## src/rtl/branch_cmp_unit.sv

```systemverilog
// ----------------------------------------------------------------------------
// branch_cmp_unit
//
// Purpose:
//   ID-stage branch condition evaluator. It takes the forwarded rs/rt operands
//   and a 3-bit condition select, evaluates the MIPS branch-condition set, and
//   registers the decision in a single pipeline register. The register supports
//   stall (hold) and flush (kill) control. Its outputs feed the NPC /
//   branch-resolution logic.
//
// Optional feature:
//   Define BRANCH_STAT_EN to add saturating counters for resolved branches and
//   taken branches, plus a synchronous clear input.
//
// Parameters:
//   WIDTH   operand width in bits (>= 2)
//   STAT_W  width of each statistics counter (BRANCH_STAT_EN only)
//
// Ports:
//   clk        in   system clock; all state changes on its rising edge
//   reset      in   synchronous, active-high reset
//   in_valid   in   operands and Op on this cycle form a branch to resolve
//   stall      in   hold the output register
//   flush      in   clear the output register (wins over stall)
//   A          in   operand rs, WIDTH bits
//   B          in   operand rt, WIDTH bits (used by beq/bne only)
//   Op         in   condition select:
//                     000 beq   001 bne   010 blez  011 bgtz
//                     100 bltz  101 bgez  110 always 111 never
//   out_valid  out  registered result is a valid branch resolution
//   Taken      out  registered branch decision
//   Eq         out  registered A == B
//   Lt         out  registered sign bit of A (signed A < 0)
//   stat_clr   in   zero both statistics counters (BRANCH_STAT_EN)
//   br_cnt     out  count of resolved branches, saturating (BRANCH_STAT_EN)
//   taken_cnt  out  count of taken branches, saturating (BRANCH_STAT_EN)
// ----------------------------------------------------------------------------
module branch_cmp_unit #(
    parameter int unsigned WIDTH  = 32,
    parameter int unsigned STAT_W = 32
) (
    input  logic             clk,
    input  logic             reset,
    input  logic             in_valid,
    input  logic             stall,
    input  logic             flush,
    input  logic [WIDTH-1:0] A,
    input  logic [WIDTH-1:0] B,
    input  logic [2:0]       Op,
`ifdef BRANCH_STAT_EN
    input  logic              stat_clr,
    output logic [STAT_W-1:0] br_cnt,
    output logic [STAT_W-1:0] taken_cnt,
`endif
    output logic             out_valid,
    output logic             Taken,
    output logic             Eq,
    output logic             Lt
);

    // Condition select encodings
    localparam logic [2:0] OP_BEQ    = 3'b000;
    localparam logic [2:0] OP_BNE    = 3'b001;
    localparam logic [2:0] OP_BLEZ   = 3'b010;
    localparam logic [2:0] OP_BGTZ   = 3'b011;
    localparam logic [2:0] OP_BLTZ   = 3'b100;
    localparam logic [2:0] OP_BGEZ   = 3'b101;
    localparam logic [2:0] OP_ALWAYS = 3'b110;
    localparam logic [2:0] OP_NEVER  = 3'b111;

    // ------------------------------------------------------------------------
    // Combinational compare. There is no subtractor: every condition is built
    // from equality, the zero test and the sign bit, so overflow cannot occur.
    // ------------------------------------------------------------------------
    logic w_eq;
    logic w_zero;
    logic w_neg;
    logic w_taken;

    assign w_eq   = (A == B);
    assign w_zero = (A == '0);
    assign w_neg  = A[WIDTH-1];

    always_comb begin
        w_taken = 1'b0;
        case (Op)
            OP_BEQ:    w_taken = w_eq;
            OP_BNE:    w_taken = !w_eq;
            OP_BLEZ:   w_taken = w_neg | w_zero;
            OP_BGTZ:   w_taken = !w_neg & !w_zero;
            OP_BLTZ:   w_taken = w_neg;
            OP_BGEZ:   w_taken = !w_neg;
            OP_ALWAYS: w_taken = 1'b1;
            OP_NEVER:  w_taken = 1'b0;
            default:   w_taken = 1'b0;
        endcase
    end

    // ------------------------------------------------------------------------
    // Pipeline register control.
    // The IDLE/HOLD stall behaviour is implicit in w_capture: while stall is
    // high (and there is no reset or flush) the register is not enabled, so it
    // re-presents the held result. The first edge with stall low captures the
    // current inputs again.
    // ------------------------------------------------------------------------
    logic w_clear;
    logic w_capture;
    logic w_resolve;

    assign w_clear   = reset | flush;
    assign w_capture = !w_clear & !stall;
    assign w_resolve = w_capture & in_valid;

    logic r_valid;
    logic r_taken;
    logic r_eq;
    logic r_lt;

    always_ff @(posedge clk) begin
        if (w_clear) begin
            r_valid <= 1'b0;
            r_taken <= 1'b0;
            r_eq    <= 1'b0;
            r_lt    <= 1'b0;
        end else if (w_capture) begin
            // Gating with in_valid keeps Taken low whenever out_valid is low
            r_valid <= in_valid;
            r_taken <= in_valid & w_taken;
            r_eq    <= in_valid & w_eq;
            r_lt    <= in_valid & w_neg;
        end
    end

    assign out_valid = r_valid;
    assign Taken     = r_taken;
    assign Eq        = r_eq;
    assign Lt        = r_lt;

`ifdef BRANCH_STAT_EN
    // ------------------------------------------------------------------------
    // Saturating statistics. Only edges that actually capture a valid branch
    // are counted, so flushed and stalled cycles never contribute.
    // ------------------------------------------------------------------------
    localparam logic [STAT_W-1:0] STAT_ONE = {{(STAT_W-1){1'b0}}, 1'b1};

    logic [STAT_W-1:0] r_br_cnt;
    logic [STAT_W-1:0] r_taken_cnt;
    logic              w_br_sat;
    logic              w_taken_sat;

    assign w_br_sat    = &r_br_cnt;
    assign w_taken_sat = &r_taken_cnt;

    always_ff @(posedge clk) begin
        if (reset || stat_clr) begin
            r_br_cnt    <= '0;
            r_taken_cnt <= '0;
        end else if (w_resolve) begin
            if (!w_br_sat) begin
                r_br_cnt <= r_br_cnt + STAT_ONE;
            end
            if (w_taken && !w_taken_sat) begin
                r_taken_cnt <= r_taken_cnt + STAT_ONE;
            end
        end
    end

    assign br_cnt    = r_br_cnt;
    assign taken_cnt = r_taken_cnt;
`else
    // w_resolve only drives the statistics counters; tie it off here.
    logic w_unused;
    assign w_unused = w_resolve;
`endif

endmodule

```

## config.mk

```make
export PLATFORM = sky130hd
export DESIGN_NAME = branch_cmp_unit
export DESIGN_NICKNAME = d
export VERILOG_FILES = /design/src/rtl/branch_cmp_unit.sv
export SDC_FILE = /design/constraint.sdc
export NUM_CORES = 1
export LEC_CHECK = 0
export ABC_AREA = 1
export CAP_MARGIN = 40
export CORE_UTILIZATION = 34
export CTS_BUF_LIST = sky130_fd_sc_hd__clkbuf_16
export CTS_CLUSTER_DIAMETER = 120
export DETAILED_ROUTE_END_ITERATION = 8
export PLACE_DENSITY = 0.94
export SETUP_SLACK_MARGIN = 0.1
export SLEW_MARGIN = 20
export SYNTH_ARGS = -nofsm -noshare
export SYNTH_HDL_FRONTEND = slang
export SYNTH_SLANG_ARGS = --single-unit
export TNS_END_PERCENT = 30
```

## constraint.sdc

```tcl
create_clock -name clk -period 2.25 [get_ports clk]
set_input_delay 0.45 -clock clk [delete_from_list [all_inputs] [get_ports clk]]
set_output_delay 0.45 -clock clk [all_outputs]
set_load 0.02 [all_outputs]
```

==> out/summary.txt <==
Relative slew slack: 0.821
Fin crit share: 0.781
Seq/Total Area, Yosys: 0.0924
PortBufs: 75
Initial drt markers: 15
Most frequent cells in the layout: clkdlybuf4s50_1, nand2_1, inv_1
Placed Cells: 268
Clock share of power: 0.466
Post-CTS Setup Bufs: 0
DP Area: 1650 um2
Tmin final: 1.76 ns
Post-route ant nets: 0
Synth warn: 0
Die area: 2760 um2
# hold bufs at CTS: 0
Clock slew at reported path FFs: 0.03 ns
RSZ-0062 raised after global routing: no
Final hold vios: 0
Area delta synth->final: 99.3%
Worst-path maximum fanout: 5
Cell taking the most area after synthesis: xnor2_1
Internal: 0.465 mW
# IOs: 76
Syn avg cell area: 5.26 um2
Residual DRC: 0
CTS Buf Count: 3
Fraction of layout cells with a size suffix above 1: 0.0370
CTS H-tree depth: 1
Number of synthesized register bits: 4
Synth Instances: 165
Register area: 80.1 um2
GRT Overall Usage: 0.196
Core Region: 2300 um2
# setup viols final: 0
Setup TNS: 0 ns
Final Non-Filler Cells: 271
FMAX: 569 MHz
Total congestion overflow: 0
Root buf cell: clkbuf_16
Routed len/inst: 9.01 um
DRT Pass-1 Iters: 4
CP Launch Point: A[31]
Commonest non-fill, non-tap cell in the layout: clkdlybuf4s50_1
Leakage: 0.767 nW
Design area: 1730 um2
Max Cap Viol: 0
Status: finished, final reports clean
Worst setup SP type: input pin
Post-synthesis cell area: 867 um2
Yosys cell types: 15
Final #Nets: 317
Total wire length: 2440 um
Initial antenna violation count: 0
Starting Density: 0.377
Peak supply drop: 0.000452 V
Via density: 4.36
Skew final: 0 ns
Via count: 1181
TritonCTS clock tree: built
Sw Ratio: 0.234
HP Class: register to register
Tot Pwr: 0.606 mW
Antenna cells: 0
Crit path DAT: 1.92 ns
Startpoint of the worst hold path: Taken
Largest net degree at the start of global routing: 6
Multi-input logic area: 667 um2
Synthesized net count: 237
Top post-synthesis cells by area: xnor2_1, nand2_1, inv_1
Post-CTS sizing: 0
Hold WS: 0.466 ns
Share of the synthesized area in the top cell type: 0.253
Worst-skew pair later-pin latency: 0.23 ns
NetSw: 0.142 mW
Die width: 52.5 um
Comb pwr share: 0.414
Global-route wire length before repair: 4060 um
Flop pwr share: 0.121
Die height: 52.5 um
Worst Setup End Kind: register
Final Max Slew Viols: 0
Reg2reg start: Lt
Worst Path Required: 2.41 ns
CTS Buffer Depth: 2
Gpl congestion: 0.817
Pwr Density: 351 nW/um2
Fillers: 178
Dpl hpwl: 2150 um
Actual slew at the worst max-slew pin: 0.267 ns
# clock sinks: 4
CP Class: input pin to register
Site row count: 17
Vias in the first global route: 1155
power by group through the flow:
stage / combinational, mW / sequential [mW] / clock (mW)
floorplan: 0.0935 / 0.0753 / 0
global placement: 0.246 / 0.0740 / 0
detailed placement: 0.251 / 0.0740 / 0
CTS: 0.253 / 0.0732 / 0.283
global route: 0.277 / 0.0732 / 0.288
finish: 0.251 / 0.0731 / 0.282
stage by stage:
stage                     setup slack (ns)   util
final                                0.493  0.752
after global routing                 0.264  0.752
after CTS                            0.483  0.752
after detailed placement             0.319  0.719
after global placement               0.376  0.719
after floorplan                      0.968      -
layer usage:
metal	part of all wire	global-route usage	wire, um
met1	0.37	0.184	892
met2	0.52	0.397	1270
met3	0.093	0.0406	228
met4	0.019	0.0789	47
met5	0	0	0
worst max-delay path: stages:
cell	delay, ns
clkdlybuf4s50_1	0.57
xnor2_1	0.14
nand2_1	0.08
nor2_1	0.10
nand2_1	0.07
nor2_1	0.11
nand2_1	0.10
a21oi_2	0.12
nand2_1	0.07
a21oi_2	0.10
flip-flops by register name (all words and copies together) (netlist names):
name,cells
Eq,1
Lt,1
Taken,1
out_valid,1
final cells by class:
class | instances | share of cell area
Sequential cell | 4 | 0.0463
Timing Repair Buffer | 75 | 0.434
Clock buffer | 3 | 0.0434
Multi-Input combinational cell | 129 | 0.386
Tap cell | 28 | 0.0203
Inverter | 32 | 0.0695
synthesized netlist by cell type:
master,count
nand4_1,2
nand2_2,1
xnor2_2,1
o21ai_0,1
inv_1,32
nand3_1,7
a21oi_2,2
xnor2_1,25
nor3_1,4
nand2_1,55
a21oi_1,2
dfxtp_1,4
and2_1,2
nor2_1,25
nor2_2,2
worst paths after layout:
kind	slack (ns)	end	cells past startpoint
worst max-delay path	0.49	Taken	10
worst min register to register	0.47	Taken	2
worst min-delay path	0.47	Taken	2
worst max register to register	1.61	Lt	2
cells by family (layout without fill, tap and decap cells):
kind of cell / after synthesis / in the layout / synth area share
XOR/XNOR: 26 / 26 / 0.271
buffers and inverters: 32 / 110 / 0.139
flip-flops: 4 / 4 / 0.0924
AO/OA/AOI/OAI: 5 / 5 / 0.0375
AND/OR/NAND/NOR: 98 / 98 / 0.460
Note: power is estimated with default switching activity, not from simulation.
